## config.mk

```make
export PLATFORM = sky130hd
export DESIGN_NAME = spi_slave_mode
export DESIGN_NICKNAME = d
export VERILOG_FILES = /design/src/rtl/spi_pkg.sv /design/src/rtl/spi_sync_edge.sv /design/src/rtl/spi_slave_mode.sv
export SDC_FILE = /design/constraint.sdc
export NUM_CORES = 2
export LEC_CHECK = 0
export CAP_MARGIN = 5
export CORE_MARGIN = 4
export CORE_UTILIZATION = 50
export CTS_CLUSTER_SIZE = 28
export DETAILED_ROUTE_END_ITERATION = 10
export GPL_TIMING_DRIVEN = 1
export PLACE_DENSITY = 0.71
export SYNTH_ARGS = -nofsm -noshare
export SYNTH_HDL_FRONTEND = slang
export SYNTH_SLANG_ARGS = --single-unit
```

## constraint.sdc

```tcl
create_clock -name Clk -period 2.7 [get_ports Clk]
set_input_delay 0.27 -clock Clk [delete_from_list [all_inputs] [get_ports Clk]]
set_output_delay 0.27 -clock Clk [all_outputs]
set_load 0.005 [all_outputs]
```

## src/rtl/spi_pkg.sv

```systemverilog
// Shared types and frame constants for the SPI register bridge.
package spi_pkg;

   typedef enum logic [1:0] {IDLE, HEADER, DATA, DONE} state_t;

   localparam int HDR_W    = 8;
   localparam int HDR_WBIT = 7;

endpackage

```

## src/rtl/spi_sync_edge.sv

```systemverilog
// Multi-flop synchroniser for an asynchronous pin followed by a one-flop
// edge detector producing single-cycle rise/fall pulses.
module spi_sync_edge #(
   parameter int   STAGES  = 2,
   parameter logic RST_VAL = 1'b0
) (
   input  logic Clk,
   input  logic Reset_n,
   input  logic din,
   output logic rise,
   output logic fall
);

   logic [STAGES-1:0] sync_reg;
   logic              prev_reg;

   generate
      for (genvar gi = 0; gi < STAGES; gi++) begin : g_stage
         always_ff @(posedge Clk or negedge Reset_n) begin
            if (!Reset_n) begin
               sync_reg[gi] <= RST_VAL;
            end else begin
               sync_reg[gi] <= (gi == 0) ? din : sync_reg[(gi == 0) ? 0 : gi - 1];
            end
         end
      end
   endgenerate

   always_ff @(posedge Clk or negedge Reset_n) begin
      if (!Reset_n) begin
         prev_reg <= RST_VAL;
      end else begin
         prev_reg <= sync_reg[STAGES-1];
      end
   end

   assign rise = sync_reg[STAGES-1] & ~prev_reg;
   assign fall = ~sync_reg[STAGES-1] & prev_reg;

endmodule

```

## src/rtl/spi_slave_mode.sv

```systemverilog
// Oversampled SPI slave bridging two register banks: the master writes the
// mosi bank and reads the miso bank; the processor does the opposite.
module spi_slave_mode
   import spi_pkg::*;
#(
   parameter int DATA_W      = 32,
   parameter int ADDR_W      = 4,
   parameter int CPOL        = 0,
   parameter int CPHA        = 0,
   parameter int SYNC_STAGES = 2
) (
   input  logic              Clk,
   input  logic              Reset_n,
   input  logic              SPI_CLK,
   input  logic              SPI_CS,
   input  logic              SPI_MOSI,
   output logic              SPI_MISO,
   input  logic              Data_WE,
   input  logic [31:0]       Data_Addr,
   input  logic [DATA_W-1:0] Data_Write,
   output logic [DATA_W-1:0] Data_Read,
   output logic              Rx_Valid,
   output logic [ADDR_W-1:0] Rx_Addr,
   output logic              Frame_Err
);

   localparam int FRAME_BITS = HDR_W + DATA_W;
   localparam int CNT_W      = $clog2(FRAME_BITS + 1);
   localparam int DEPTH      = 2 ** ADDR_W;

   logic clk_rise, clk_fall, cs_rise, cs_fall;
   logic lead_ev, trail_ev, sample_ev, shift_ev;

   logic [SYNC_STAGES-1:0] mosi_sync_reg;

   state_t            state_reg, state_next;
   logic [CNT_W-1:0]  cnt_reg, cnt_next, cnt_inc;
   logic [DATA_W-1:0] rx_reg, rx_next, rx_shift;
   logic [DATA_W-1:0] tx_reg, tx_next;
   logic              hdr_w_reg, hdr_w_next;
   logic [ADDR_W-1:0] hdr_addr_reg, hdr_addr_next;
   logic              miso_reg, miso_next;
   logic              wr_en, frame_err_next, last_sample;
   logic [ADDR_W-1:0] load_addr, data_idx;

   logic [DATA_W-1:0] mosi_bank [DEPTH];
   logic [DATA_W-1:0] miso_bank [DEPTH];

   logic              rx_valid_reg, frame_err_reg;
   logic [ADDR_W-1:0] rx_addr_reg;
   logic              unused_addr_bits;

   // CS synchroniser resets to "selected" so a CS already low at reset
   // release never looks like a falling edge.
   spi_sync_edge #(.STAGES(SYNC_STAGES), .RST_VAL(CPOL != 0)) u_clk_sync (
      .Clk    (Clk),
      .Reset_n(Reset_n),
      .din    (SPI_CLK),
      .rise   (clk_rise),
      .fall   (clk_fall)
   );

   spi_sync_edge #(.STAGES(SYNC_STAGES), .RST_VAL(1'b0)) u_cs_sync (
      .Clk    (Clk),
      .Reset_n(Reset_n),
      .din    (SPI_CS),
      .rise   (cs_rise),
      .fall   (cs_fall)
   );

   // MOSI is delayed by the same depth so it lines up with the clock events.
   always_ff @(posedge Clk or negedge Reset_n) begin
      if (!Reset_n) begin
         mosi_sync_reg <= '0;
      end else begin
         mosi_sync_reg <= {mosi_sync_reg[SYNC_STAGES-2:0], SPI_MOSI};
      end
   end

   assign lead_ev   = (CPOL != 0) ? clk_fall : clk_rise;
   assign trail_ev  = (CPOL != 0) ? clk_rise : clk_fall;
   assign sample_ev = (CPHA != 0) ? trail_ev : lead_ev;
   assign shift_ev  = (CPHA != 0) ? lead_ev  : trail_ev;

   assign rx_shift    = {rx_reg[DATA_W-2:0], mosi_sync_reg[SYNC_STAGES-1]};
   assign cnt_inc     = cnt_reg + CNT_W'(1);
   assign load_addr   = rx_shift[ADDR_W-1:0];
   assign last_sample = sample_ev && (cnt_inc == CNT_W'(FRAME_BITS));
   assign data_idx    = Data_Addr[ADDR_W+1:2];

   always_comb begin
      state_next     = state_reg;
      cnt_next       = cnt_reg;
      rx_next        = rx_reg;
      tx_next        = tx_reg;
      hdr_w_next     = hdr_w_reg;
      hdr_addr_next  = hdr_addr_reg;
      miso_next      = miso_reg;
      wr_en          = 1'b0;
      frame_err_next = 1'b0;

      case (state_reg)
         IDLE: begin
            miso_next = 1'b0;
            if (cs_fall) begin
               cnt_next   = '0;
               rx_next    = '0;
               tx_next    = '0;
               state_next = HEADER;
            end
         end
         HEADER: begin
            if (sample_ev) begin
               rx_next  = rx_shift;
               cnt_next = cnt_inc;
               if (cnt_inc == CNT_W'(HDR_W)) begin
                  hdr_w_next    = rx_shift[HDR_WBIT];
                  hdr_addr_next = load_addr;
                  tx_next       = miso_bank[load_addr];
                  state_next    = DATA;
               end
            end else if (shift_ev) begin
               miso_next = 1'b0;
            end
            if (cs_rise) begin
               miso_next      = 1'b0;
               frame_err_next = 1'b1;
               state_next     = IDLE;
            end
         end
         DATA: begin
            if (sample_ev) begin
               rx_next  = rx_shift;
               cnt_next = cnt_inc;
               if (last_sample) begin
                  wr_en      = hdr_w_reg;
                  miso_next  = 1'b0;
                  state_next = DONE;
               end
            end else if (shift_ev) begin
               miso_next = tx_reg[DATA_W-1];
               tx_next   = {tx_reg[DATA_W-2:0], 1'b0};
            end
            // A deselect coinciding with the final sample still completes.
            if (cs_rise) begin
               miso_next      = 1'b0;
               frame_err_next = !last_sample;
               state_next     = IDLE;
            end
         end
         DONE: begin
            miso_next = 1'b0;
            if (cs_rise) begin
               state_next = IDLE;
            end
         end
         default: begin
            state_next = IDLE;
         end
      endcase
   end

   always_ff @(posedge Clk or negedge Reset_n) begin
      if (!Reset_n) begin
         state_reg     <= IDLE;
         cnt_reg       <= '0;
         rx_reg        <= '0;
         tx_reg        <= '0;
         hdr_w_reg     <= 1'b0;
         hdr_addr_reg  <= '0;
         miso_reg      <= 1'b0;
         frame_err_reg <= 1'b0;
      end else begin
         state_reg     <= state_next;
         cnt_reg       <= cnt_next;
         rx_reg        <= rx_next;
         tx_reg        <= tx_next;
         hdr_w_reg     <= hdr_w_next;
         hdr_addr_reg  <= hdr_addr_next;
         miso_reg      <= miso_next;
         frame_err_reg <= frame_err_next;
      end
   end

   always_ff @(posedge Clk or negedge Reset_n) begin
      if (!Reset_n) begin
         for (int i = 0; i < DEPTH; i++) begin
            mosi_bank[i] <= '0;
            miso_bank[i] <= '0;
         end
         rx_valid_reg <= 1'b0;
         rx_addr_reg  <= '0;
      end else begin
         rx_valid_reg <= wr_en;
         if (wr_en) begin
            mosi_bank[hdr_addr_reg] <= rx_shift;
            rx_addr_reg             <= hdr_addr_reg;
         end
         if (Data_WE) begin
            miso_bank[data_idx] <= Data_Write;
         end
      end
   end

   assign Data_Read = mosi_bank[data_idx];
   assign SPI_MISO  = miso_reg;
   assign Rx_Valid  = rx_valid_reg;
   assign Rx_Addr   = rx_addr_reg;
   assign Frame_Err = frame_err_reg;

   assign unused_addr_bits = ^{Data_Addr[31:ADDR_W+2], Data_Addr[1:0]};

endmodule
```

==> impl_metrics.env <==
export IMPL_cts_root_buf="clkbuf_16"
export IMPL_endpoint_kind="output pin"
export IMPL_slew_limit_headroom_pct=50.8
export IMPL_clock_latency_ns=0.70
export IMPL_htreeDepth=3
export IMPL_routed_wl_mm=124
export IMPL_crit_arrival_ns=2.37
export IMPL_synth_area_top_cells="dfrtp_1 56%, mux2_2 23%, mux4_2 7.4%"
export IMPL_grt_ovfl_total=0
export IMPL_tritoncts="yes"
export IMPL_outcome="finished clean"
export IMPL_vias=29100
export IMPL_finalCritPeriodShare_pct=97.8
export IMPL_postSynthAreaPerCell_um2=15.0
export IMPL_ys_warn_count=0
export IMPL_synthesis_instances=3336
export IMPL_synthFlopType="dfrtp_1"
export IMPL_drive_gt1_share_pct=45.4
export IMPL_routedWlPerCell_um=26.1
export IMPL_ys_seq_elements=1115
export IMPL_synth_seq_area_share_pct=55.6
export IMPL_place_gp_congestion=0.762
export IMPL_synth_fp_nets=3415
export IMPL_ff2ff_setup_slack_ns=0.10
export IMPL_vias_per_cell=6.13
export IMPL_hp_class="in -> reg"
export IMPL_drtIter0Drc=1915
export IMPL_synth_top_area_share_pct=55.6
export IMPL_antenna_found_initial=6
export IMPL_grt_pass1_wl_mm=192
export IMPL_rows=115
export IMPL_hold_violations=0
export IMPL_worst_path_max_fanout=2
export IMPL_total_power_mw=44.5
export IMPL_cts_buffers=115
export IMPL_synth_edff_count=0
export IMPL_setup_viol=0
export IMPL_final_setup_tns_ns=0
export IMPL_synth_async_reset_ratio_pct=100
export IMPL_fill_cells=7406
export IMPL_drtPass1Iterations=5
export IMPL_remaining_drc_errors=0
export IMPL_grt_pass1_vias=31900
export IMPL_ios=109
export IMPL_clock_sinks=1115
export IMPL_antenna_left=0
export IMPL_maxCapViolCount=0
export IMPL_grt_max_degree=101
export IMPL_die_w_um=325
export IMPL_synth_largest_area_cell="dfrtp_1"
export IMPL_clk_pin_slew_worst_paths_ns=0.06
export IMPL_initial_core_util_pct=50.7
export IMPL_syn2layout_area_growth_pct=14.1
export IMPL_core_area_mm2=0.0990
export IMPL_yosysUniqueCellTypes=43
export IMPL_rsz0062_at_grt="no"
export IMPL_die_area_mm2=0.105
export IMPL_die_y_um=325
export IMPL_criticalPathCategory="reg -> out"
export IMPL_cts_path_max_buffers=3
export IMPL_port_buffers=80
export IMPL_worst_clock_skew_ns=0.0163
export IMPL_vdd_drop_max_mv=0.657
export IMPL_worst_pin_slew_ns=0.736
export IMPL_nets=3451
export IMPL_startpoint_type="register"
export IMPL_cp_required_ns=2.43
export IMPL_grt_usage_pct=23.5
export IMPL_p_per_area_mw_per_mm2=777
export IMPL_slew_viol_final=0
export IMPL_netlist_area_mm2=0.0502
export IMPL_p_leak_nw=26.7
export IMPL_fmax_mhz=379
export IMPL_dpl_hpwl_mm=71.0
export IMPL_fin_crit_ns=2.64
-- synth_stat cells (all sizes together), types with 31 or more instances --
library cell and count:
a21oi 35, a22o 66, a22oi 64, a31oi 33
a32oi 31, buf 155, clkbuf 167, dfrtp 1115
mux2 1033, mux2i 248, mux4 165, nand2 46
nand3 52, nor2 53
-- routing by layer --
layer | share of wire, % | vias up | global-route usage [%]
met5 | 0.037 | - | 0
met2 | 50 | 717 | 40.5
li1 | - | 12400 | -
met4 | 3.3 | 8 | 8.14
met1 | 41 | 15700 | 30.3
met3 | 5.1 | 267 | 3.93
-- critical path, stage by stage, from the launching register on --
cell	delay (ns)
dfrtp_1	0.39
mux4_2	0.46
mux4_2	0.53
dlygate4sd2_1	0.29
-- power by group --
part	switching, mW	leakage [nW]	internal (mW)
combinational	4.27	10.2	3.47
sequential	1.27	14.6	18.8
clock	6.59	1.98	10.0
-- placed cells by master, fill, tap and decap left out, drive strengths merged, types with 2 or more instances in the layout --
master         instances
nor3                   4
nand3                 52
bufinv                16
inv                   12
clkbuf               158
a21oi                 35
a31oi                 33
nand2                 46
xnor2                  2
mux2                1033
clkinvlp               2
nor2b                  4
o21ai                  9
a32oi                 31
nand4                  4
buf                  166
dlygate4sd2           21
or3                    3
a21boi                 2
nor2                  53
clkdlybuf4s15          9
mux2i                248
clkdlybuf4s50         43
nand3b                 4
dlygate4sd3            2
dfrtp               1115
xor2                   2
and2                   2
diode                  2
a22o                  66
ha                     9
a22oi                 64
nand2b                 4
clkinv                29
and3                   6
nor3b                  3
mux4                 165
-- per-stage QoR --
step	cell area (µm²)	utilization, %	hold slack (ns)	instances	setup WS, ns
after global placement	53200	53.7	0.300	4535	0.0112
final	57200	57.8	0.144	4752	0.0591
after global routing	57200	57.8	0.111	4750	0.00156
after detailed placement	53200	53.7	0.311	4535	0.0115
after floorplan	50200	-	-0.0256	3336	0.362
after CTS	57200	57.8	0.0959	4745	0.00110
-- final timing paths --
check | depth (start not counted) | startpoint | end
max | 3 | mosi_bank[103] | Data_Read[7]
min | 1 | SPI_CS | u_cs_sync.sync_reg[0]
max reg2reg | 9 | cnt_reg[1] | mosi_bank[450]
min reg2reg | 0 | u_cs_sync.sync_reg[0] | u_cs_sync.sync_reg[1]
max in group asynchronous | 5 | Reset_n | mosi_bank[79]
min in group asynchronous | 2 | Reset_n | mosi_bank[351]
-- repair_timing --
item,CTS,global route
setup endpoints to repair,32,308
hold buffers,2,0
cloned,0,0
buffers inserted,0,5
resized for setup,42,11
hold endpoints to repair,36,0
-- area by class of cell --
cell class	count	area [µm²]	share of cell area, %
tap	1287	1610	2.81
clock buffer	158	3300	5.77
inverter	9	33.8	0.0590
timing repair buffer	241	2800	4.88
clock inverter	50	697	1.22
multi-input combinational	1890	20900	36.5
antenna	2	5.00	0.00874
sequential	1115	27900	48.7
-- cell families (layout without fill, tap and decap cells) --
group	Yosys count	count (layout)	share of synthesized area [%]
simple gates	186	186	1.92
buf+inv	331	458	3.00
flops	1115	1115	55.6
fa+ha+maj	9	9	0.225
mux	1446	1446	35.5
xor+xnor	4	4	0.0699
other cells	0	2	0
compound gates	245	245	3.62
Power figures use the tool's default switching activity.
